`src/rtl/uart_rx_param_driver.sv`:
```
// Parametrised oversampling UART receiver: majority-voted bits, framing/parity tagging, FWFT output FIFO
// with sticky overrun. Define UART_RX_BREAK_DETECT_EN to turn all-zero frames into a brk pulse.
module uart_rx_param_driver #(
    parameter int CYCLES_PER_BIT = 10,
    parameter int DATA_BITS      = 8,
    parameter int PARITY         = 0,
    parameter int STOP_BITS      = 1,
    parameter int FIFO_DEPTH     = 4
) (
    input  logic                 clk,
    input  logic                 reset,
    input  logic                 rxd,
    input  logic                 rd_en,
    input  logic                 clear_overrun,
    output logic [DATA_BITS-1:0] out_data,
    output logic                 out_frame_err,
    output logic                 out_parity_err,
    output logic                 out_valid,
    output logic                 overrun,
    output logic                 brk
);
    localparam int   M       = CYCLES_PER_BIT / 2;
    localparam int   CW      = $clog2(CYCLES_PER_BIT);
    localparam int   BW      = $clog2(DATA_BITS + 1);
    localparam int   AW      = $clog2(FIFO_DEPTH);
    localparam int   EW      = DATA_BITS + 2;
    localparam logic PAR_REQ = (PARITY == 1);

    typedef enum logic [2:0] {
        S_IDLE, S_START, S_DATA, S_PARITY, S_STOP, S_WAIT_HIGH
    } state_t;

    logic                 rx_meta, rxs;
    state_t               state, state_next;
    logic [CW-1:0]        cnt;
    logic [BW-1:0]        bit_idx;
    logic                 s0, s1;
    logic [DATA_BITS-1:0] shreg;
    logic                 frame_err, par_err;
    logic                 at_m1, at_m, at_vote, at_end, maj;
    logic                 last_data, last_stop, frame_err_next;
    logic                 push, brk_pulse, break_frame;

    always_ff @(posedge clk) begin
        if (reset) begin
            rx_meta <= 1'b1;
            rxs     <= 1'b1;
        end else begin
            rx_meta <= rxd;
            rxs     <= rx_meta;
        end
    end

    always_ff @(posedge clk) begin
        if (reset) state <= S_IDLE;
        else       state <= state_next;
    end

    // The third vote is the live rxs at M+1, so every bit decision lands on that cycle.
    always_comb begin
        at_m1          = (cnt == CW'(M - 1));
        at_m           = (cnt == CW'(M));
        at_vote        = (cnt == CW'(M + 1));
        at_end         = (cnt == CW'(CYCLES_PER_BIT - 1));
        maj            = (s0 & s1) | (s0 & rxs) | (s1 & rxs);
        last_data      = (bit_idx == BW'(DATA_BITS - 1));
        last_stop      = (bit_idx == BW'(STOP_BITS - 1));
        frame_err_next = frame_err | ~maj;
        state_next     = state;
        push           = 1'b0;
        brk_pulse      = 1'b0;
        case (state)
            S_IDLE: if (!rxs) state_next = S_START;
            S_START: begin
                if (at_vote && maj) state_next = S_IDLE;
                else if (at_end)    state_next = S_DATA;
            end
            S_DATA: if (at_end && last_data) state_next = (PARITY != 0) ? S_PARITY : S_STOP;
            S_PARITY: if (at_end) state_next = S_STOP;
            S_STOP: begin
                if (at_vote && last_stop) begin
                    if (break_frame) begin
                        brk_pulse  = 1'b1;
                        state_next = S_WAIT_HIGH;
                    end else begin
                        push       = 1'b1;
                        state_next = frame_err_next ? S_WAIT_HIGH : S_IDLE;
                    end
                end
            end
            S_WAIT_HIGH: if (rxs) state_next = S_IDLE;
            default: state_next = S_IDLE;
        endcase
    end

    always_ff @(posedge clk) begin
        if (reset) begin
            cnt       <= '0;
            bit_idx   <= '0;
            s0        <= 1'b0;
            s1        <= 1'b0;
            shreg     <= '0;
            frame_err <= 1'b0;
            par_err   <= 1'b0;
        end else begin
            // The first low cycle seen in IDLE counts as cycle 0 of the start bit.
            if (state_next == S_IDLE || state_next == S_WAIT_HIGH) cnt <= '0;
            else if (state == S_IDLE)                             cnt <= CW'(1);
            else if (at_end)                                      cnt <= '0;
            else                                                  cnt <= cnt + 1'b1;
            if (at_m1) s0 <= rxs;
            if (at_m)  s1 <= rxs;
            case (state)
                S_IDLE: begin
                    frame_err <= 1'b0;
                    par_err   <= 1'b0;
                    bit_idx   <= '0;
                end
                S_DATA: begin
                    if (at_vote) shreg <= {maj, shreg[DATA_BITS-1:1]};
                    if (at_end)  bit_idx <= last_data ? '0 : bit_idx + 1'b1;
                end
                S_PARITY: if (at_vote) par_err <= (((^shreg) ^ maj) != PAR_REQ);
                S_STOP: begin
                    if (at_vote) frame_err <= frame_err_next;
                    if (at_end)  bit_idx <= bit_idx + 1'b1;
                end
                default: ;
            endcase
        end
    end

`ifdef UART_RX_BREAK_DETECT_EN
    logic seen_one;
    always_ff @(posedge clk) begin
        if (reset || state == S_IDLE)                       seen_one <= 1'b0;
        else if (at_vote && maj && state != S_WAIT_HIGH)    seen_one <= 1'b1;
    end
    assign break_frame = !seen_one && !maj;
`else
    assign break_frame = 1'b0;
`endif
    assign brk = brk_pulse;

    // Output handshake: an entry leaves the FIFO on every cycle with out_valid=1 and rd_en=1;
    // rd_en while out_valid=0 is ignored.
    logic [EW-1:0] mem [FIFO_DEPTH];
    logic [AW:0]   wr_ptr, rd_ptr;
    logic [EW-1:0] head;
    logic          empty, full, pop, wr;

    assign empty = (wr_ptr == rd_ptr);
    assign full  = (wr_ptr[AW] != rd_ptr[AW]) && (wr_ptr[AW-1:0] == rd_ptr[AW-1:0]);
    assign pop   = rd_en && !empty;
    assign wr    = push && (!full || pop);

    always_ff @(posedge clk) begin
        if (!reset && wr) mem[wr_ptr[AW-1:0]] <= {(PARITY != 0) && par_err, frame_err_next, shreg};
    end

    always_ff @(posedge clk) begin
        if (reset) begin
            wr_ptr  <= '0;
            rd_ptr  <= '0;
            overrun <= 1'b0;
        end else begin
            if (wr)  wr_ptr <= wr_ptr + 1'b1;
            if (pop) rd_ptr <= rd_ptr + 1'b1;
            // A fresh drop wins over a simultaneous clear.
            if (push && full && !pop) overrun <= 1'b1;
            else if (clear_overrun)   overrun <= 1'b0;
        end
    end

    assign head           = mem[rd_ptr[AW-1:0]];
    assign out_valid      = !empty;
    assign out_data       = empty ? '0 : head[DATA_BITS-1:0];
    assign out_frame_err  = !empty && head[DATA_BITS];
    assign out_parity_err = !empty && head[DATA_BITS+1];
endmodule
```
`config.mk`:
```
export PLATFORM = sky130hd
export DESIGN_NAME = uart_rx_param_driver
export DESIGN_NICKNAME = d
export VERILOG_FILES = /design/src/rtl/uart_rx_param_driver.sv
export SDC_FILE = /design/constraint.sdc
export NUM_CORES = 1
export LEC_CHECK = 0
export CAP_MARGIN = 10
export CORE_AREA = 5 5 94 96
export CTS_BUF_LIST = sky130_fd_sc_hd__clkbuf_16
export DETAILED_ROUTE_END_ITERATION = 7
export DIE_AREA = 0 0 99 101
export HOLD_SLACK_MARGIN = 0.15
export PLACE_DENSITY = 0.66
export SLEW_MARGIN = 20
export SYNTH_ARGS = -nofsm -noshare
export SYNTH_HDL_FRONTEND = slang
export SYNTH_SLANG_ARGS = --single-unit
```
`constraint.sdc`:
```
create_clock -name clk -period 2.8 [get_ports clk]
set_input_delay 0.42 -clock clk [delete_from_list [all_inputs] [get_ports clk]]
set_output_delay 0.42 -clock clk [all_outputs]
set_load 0.01 [all_outputs]
```
==> load_flow_metrics.sql <==
INSERT INTO impl_metrics (metric_group, metric, value, unit) VALUES
('detailed_routing', 'drt-pass1-iter-count', '6', ''),
('synth', 'synth-edff-count', '36', ''),
('clocking', 'tritoncts.num_buffers', '9', ''),
('detailed_routing', 'wl_per_cell', '13.3', 'um'),
('power', 'ir_worst_vdd', '0.407', 'mV'),
('detailed_routing', 'remaining_drc_errors', '0', ''),
('synth', 'synth_top_area_share', '35.7', '%'),
('final_layout', 'flow.area_growth_from_synthesis', '17.6', '%'),
('floorplan', 'num_rows', '33', ''),
('hold_path', 'hp-class', 'reg2reg', ''),
('power', 'power_density', '620', 'nW/um^2'),
('final_layout', 'area_taken_by_flip_flops_and_latches', '1740', 'um^2'),
('synth', 'synth_seq_cells', '69', ''),
('setup_path', 'path_cells', 'xor2_1 -> nor2_1 -> nand2_1 -> and2_1 -> clkdlybuf4s50_1', ''),
('sta', 'timing.slew.headroom', '66.8', '%'),
('clocking', 'clock_insertion_delay_worst_skew', '320', 'ps'),
('sta', 'timing_worst_slew_pin_value', '496', 'ps'),
('final_layout', 'finalNetCount', '269', ''),
('final_layout', 'finish.instance_area', '3570', 'um^2'),
('grt', 'grt_max_degree', '31', ''),
('sta', 'finalHoldViolCount', '0', ''),
('detailed_routing', 'vias', '1731', ''),
('grt', 'groute.usage.overall', '10.4', '%'),
('detailed_routing', 'ant_nets', '0', ''),
('setup_path', 'cp_slowest_cell', 'clkdlybuf4s50_1', ''),
('setup_path', 'criticalPathCategory', 'reg2out', ''),
('clocking', 'cts.repair_timing.setup_buffer_count', '0', ''),
('final_layout', 'multiInputGateArea', '1200', 'um^2'),
('setup_path', 'timing.critical_path.to_type', 'primary output', ''),
('setup_path', 'setup_crit_start_kind', 'flop', ''),
('outcome', 'status', 'finished, final reports clean', ''),
('synth', 'yosysSeqAreaShare', '57.4', '%'),
('synth', 'synth_area_leaders', 'edfxtp_1 36%, dfxtp_1 22%, mux4_2 6.7%', ''),
('synth', 'post_synth.cell_area_avg', '12.8', 'um^2'),
('sta', 'maxSlewViolCount', '0', ''),
('synth', 'netlist-cell-type-count', '44', ''),
('sta', 'clock_skew_after_layout', '5.11', 'ps'),
('sta', 'fmax', '410', 'MHz'),
('synth', 'yosys_synthesis_warning_count', '0', ''),
('clocking', 'root_buffer', 'clkbuf_16', ''),
('detailed_routing', 'finalWirelength', '4.84', 'mm'),
('clocking', 'cts_max_level', '3', ''),
('grt', 'first_pass_grt_wire_length', '8.07', 'mm'),
('job', 'drv.max_cap_violation_count', '0', ''),
('place', 'dp_hpwl', '3.36', 'mm'),
('sta', 'setup_violation_total_in_the_final_timing_report', '0', ''),
('sta', 'postLayoutSetupSlackWorst', '361', 'ps'),
('synth', 'synth.cells.most_frequent', '36 x edfxtp_1, 33 x dfxtp_1, 26 x nor2_1, 15 x and2_1', ''),
('setup_path', 'timing.critical_path.arrival', '2020', 'ps'),
('place', 'io_buffers', '15', ''),
('grt', 'grt-ovfl-total', '0', ''),
('setup_path', 'timing.critical_path.fanout_max', '12', ''),
('power', 'leakage', '1.32', 'nW'),
('final_layout', 'diodes', '0', ''),
('final_layout', 'n_fill_cell', '720', ''),
('synth', 'synth_top_area_cell', 'edfxtp_1', ''),
('floorplan', 'ios', '18', ''),
('synth', 'post-synth-top-count-cell', 'edfxtp_1', ''),
('sta', 'grt_setup_unrepaired', 'no', ''),
('place', 'placed_area', '3260', 'um^2'),
('floorplan', 'dieHeight', '101', 'um'),
('floorplan', 'floorplan.initialDensity', '38.0', '%'),
('grt', 'antenna_found_initial', '0', ''),
('place', 'place.gp.congestion', '0.755', ''),
('sta', 'final_period_minus_worst_setup_slack', '2440', 'ps'),
('floorplan', 'area_of_the_core', '7970', 'um^2'),
('floorplan', 'die_area', '10000', 'um^2'),
('final_layout', 'final_core_utilization', '44.7', '%'),
('final_layout', 'drive_gt1_share', '14.0', '%'),
('clocking', 'cts-hold-fix-buffers', '0', ''),
('setup_path', 'crit_path_max_incr_delay', '540', 'ps');
flip-flops by register name, summed over array words and instances, names as in the netlist, named ones only:
register,flops
state,3
s1,1
rxs,1
cnt,4
mem,36
s0,1
rd_ptr,3
shreg,8
wr_ptr,3
overrun,1
frame_err,1
bit_idx,4
rx_meta,1
through the flow:
step | total power (W) | cells
global placement | 0.00112 | 347
floorplan | 0.00111 | 237
global route | 0.00229 | 363
finish | 0.00221 | 363
detailed placement | 0.00112 | 347
CTS | 0.00224 | 363
cell usage in the layout (no fill, tap or decap), types with 2 or more instances in the layout:
master / n
ha_1: 11
clkinv_4: 3
nand3b_1: 3
clkinvlp_4: 2
nand3_1: 4
inv_1: 7
mux4_2: 9
nand2b_1: 3
edfxtp_1: 36
nor4_1: 4
buf_4: 2
mux2i_1: 12
conb_1: 2
xor2_1: 6
a31oi_1: 3
nor2b_1: 6
or2_2: 2
nor2_1: 26
nand2_1: 12
nor3_1: 2
a21oi_1: 6
clkdlybuf4s50_1: 15
clkbuf_16: 9
xnor2_1: 5
dfxtp_1: 33
and2_1: 15
final timing paths:
check,start,end,slack [ps],cells after the start
min,rx_meta,rxs,410,1
max,wr_ptr[0],out_frame_err,360,5
min reg2reg,rx_meta,rxs,410,1
max reg2reg,cnt[0],mem[1][2],490,7
power by group:
part	leakage (nW)	total [W]	switching, W	internal [W]
Clock	0.142	0.00111	0.000420	0.000691
Combinational	0.579	0.0000385	0.0000221	0.0000164
Sequential	0.597	0.00106	0.00000477	0.00106
worst max-delay path: cells and delay by family (launching register included):
kind                   cells  cell delay [ps]
AND/OR/NAND/NOR            3              520
flip-flops                 1              430
buffers and inverters      1              540
XOR/XNOR                   1              210
layout make-up:
cell class,instances,share of cell area [%]
multi-input cells,149,33.6
repair buffers,17,4.63
inverters,7,0.737
clock inverters,7,2.14
flip-flops and latches,69,48.8
clock buffers,9,6.32
well taps,105,3.68
kinds of logic (layout without fill, tap and decap cells):
group | Yosys count | after routing | synth area share, %
flip-flops | 69 | 69 | 57.4
adder cells (fa/ha/maj) | 12 | 12 | 4.91
XOR/XNOR | 11 | 11 | 3.18
multiplexers | 22 | 22 | 11.1
buffers and inverters | 19 | 40 | 3.10
AND/OR/NAND/NOR | 86 | 86 | 16.1
AO/OA/AOI/OAI | 16 | 16 | 4.04
other | 1 | 2 | 0.124
routing by layer:
metal	global-route usage (%)	part of all wire, %	up-vias
met5	0	0	-
met4	4.41	1.8	0
met3	3.18	3.6	10
met2	15.4	44	25
met1	13.9	50	827
li1	-	-	869
No activity file was read; power rests on OpenSTA's default activity.
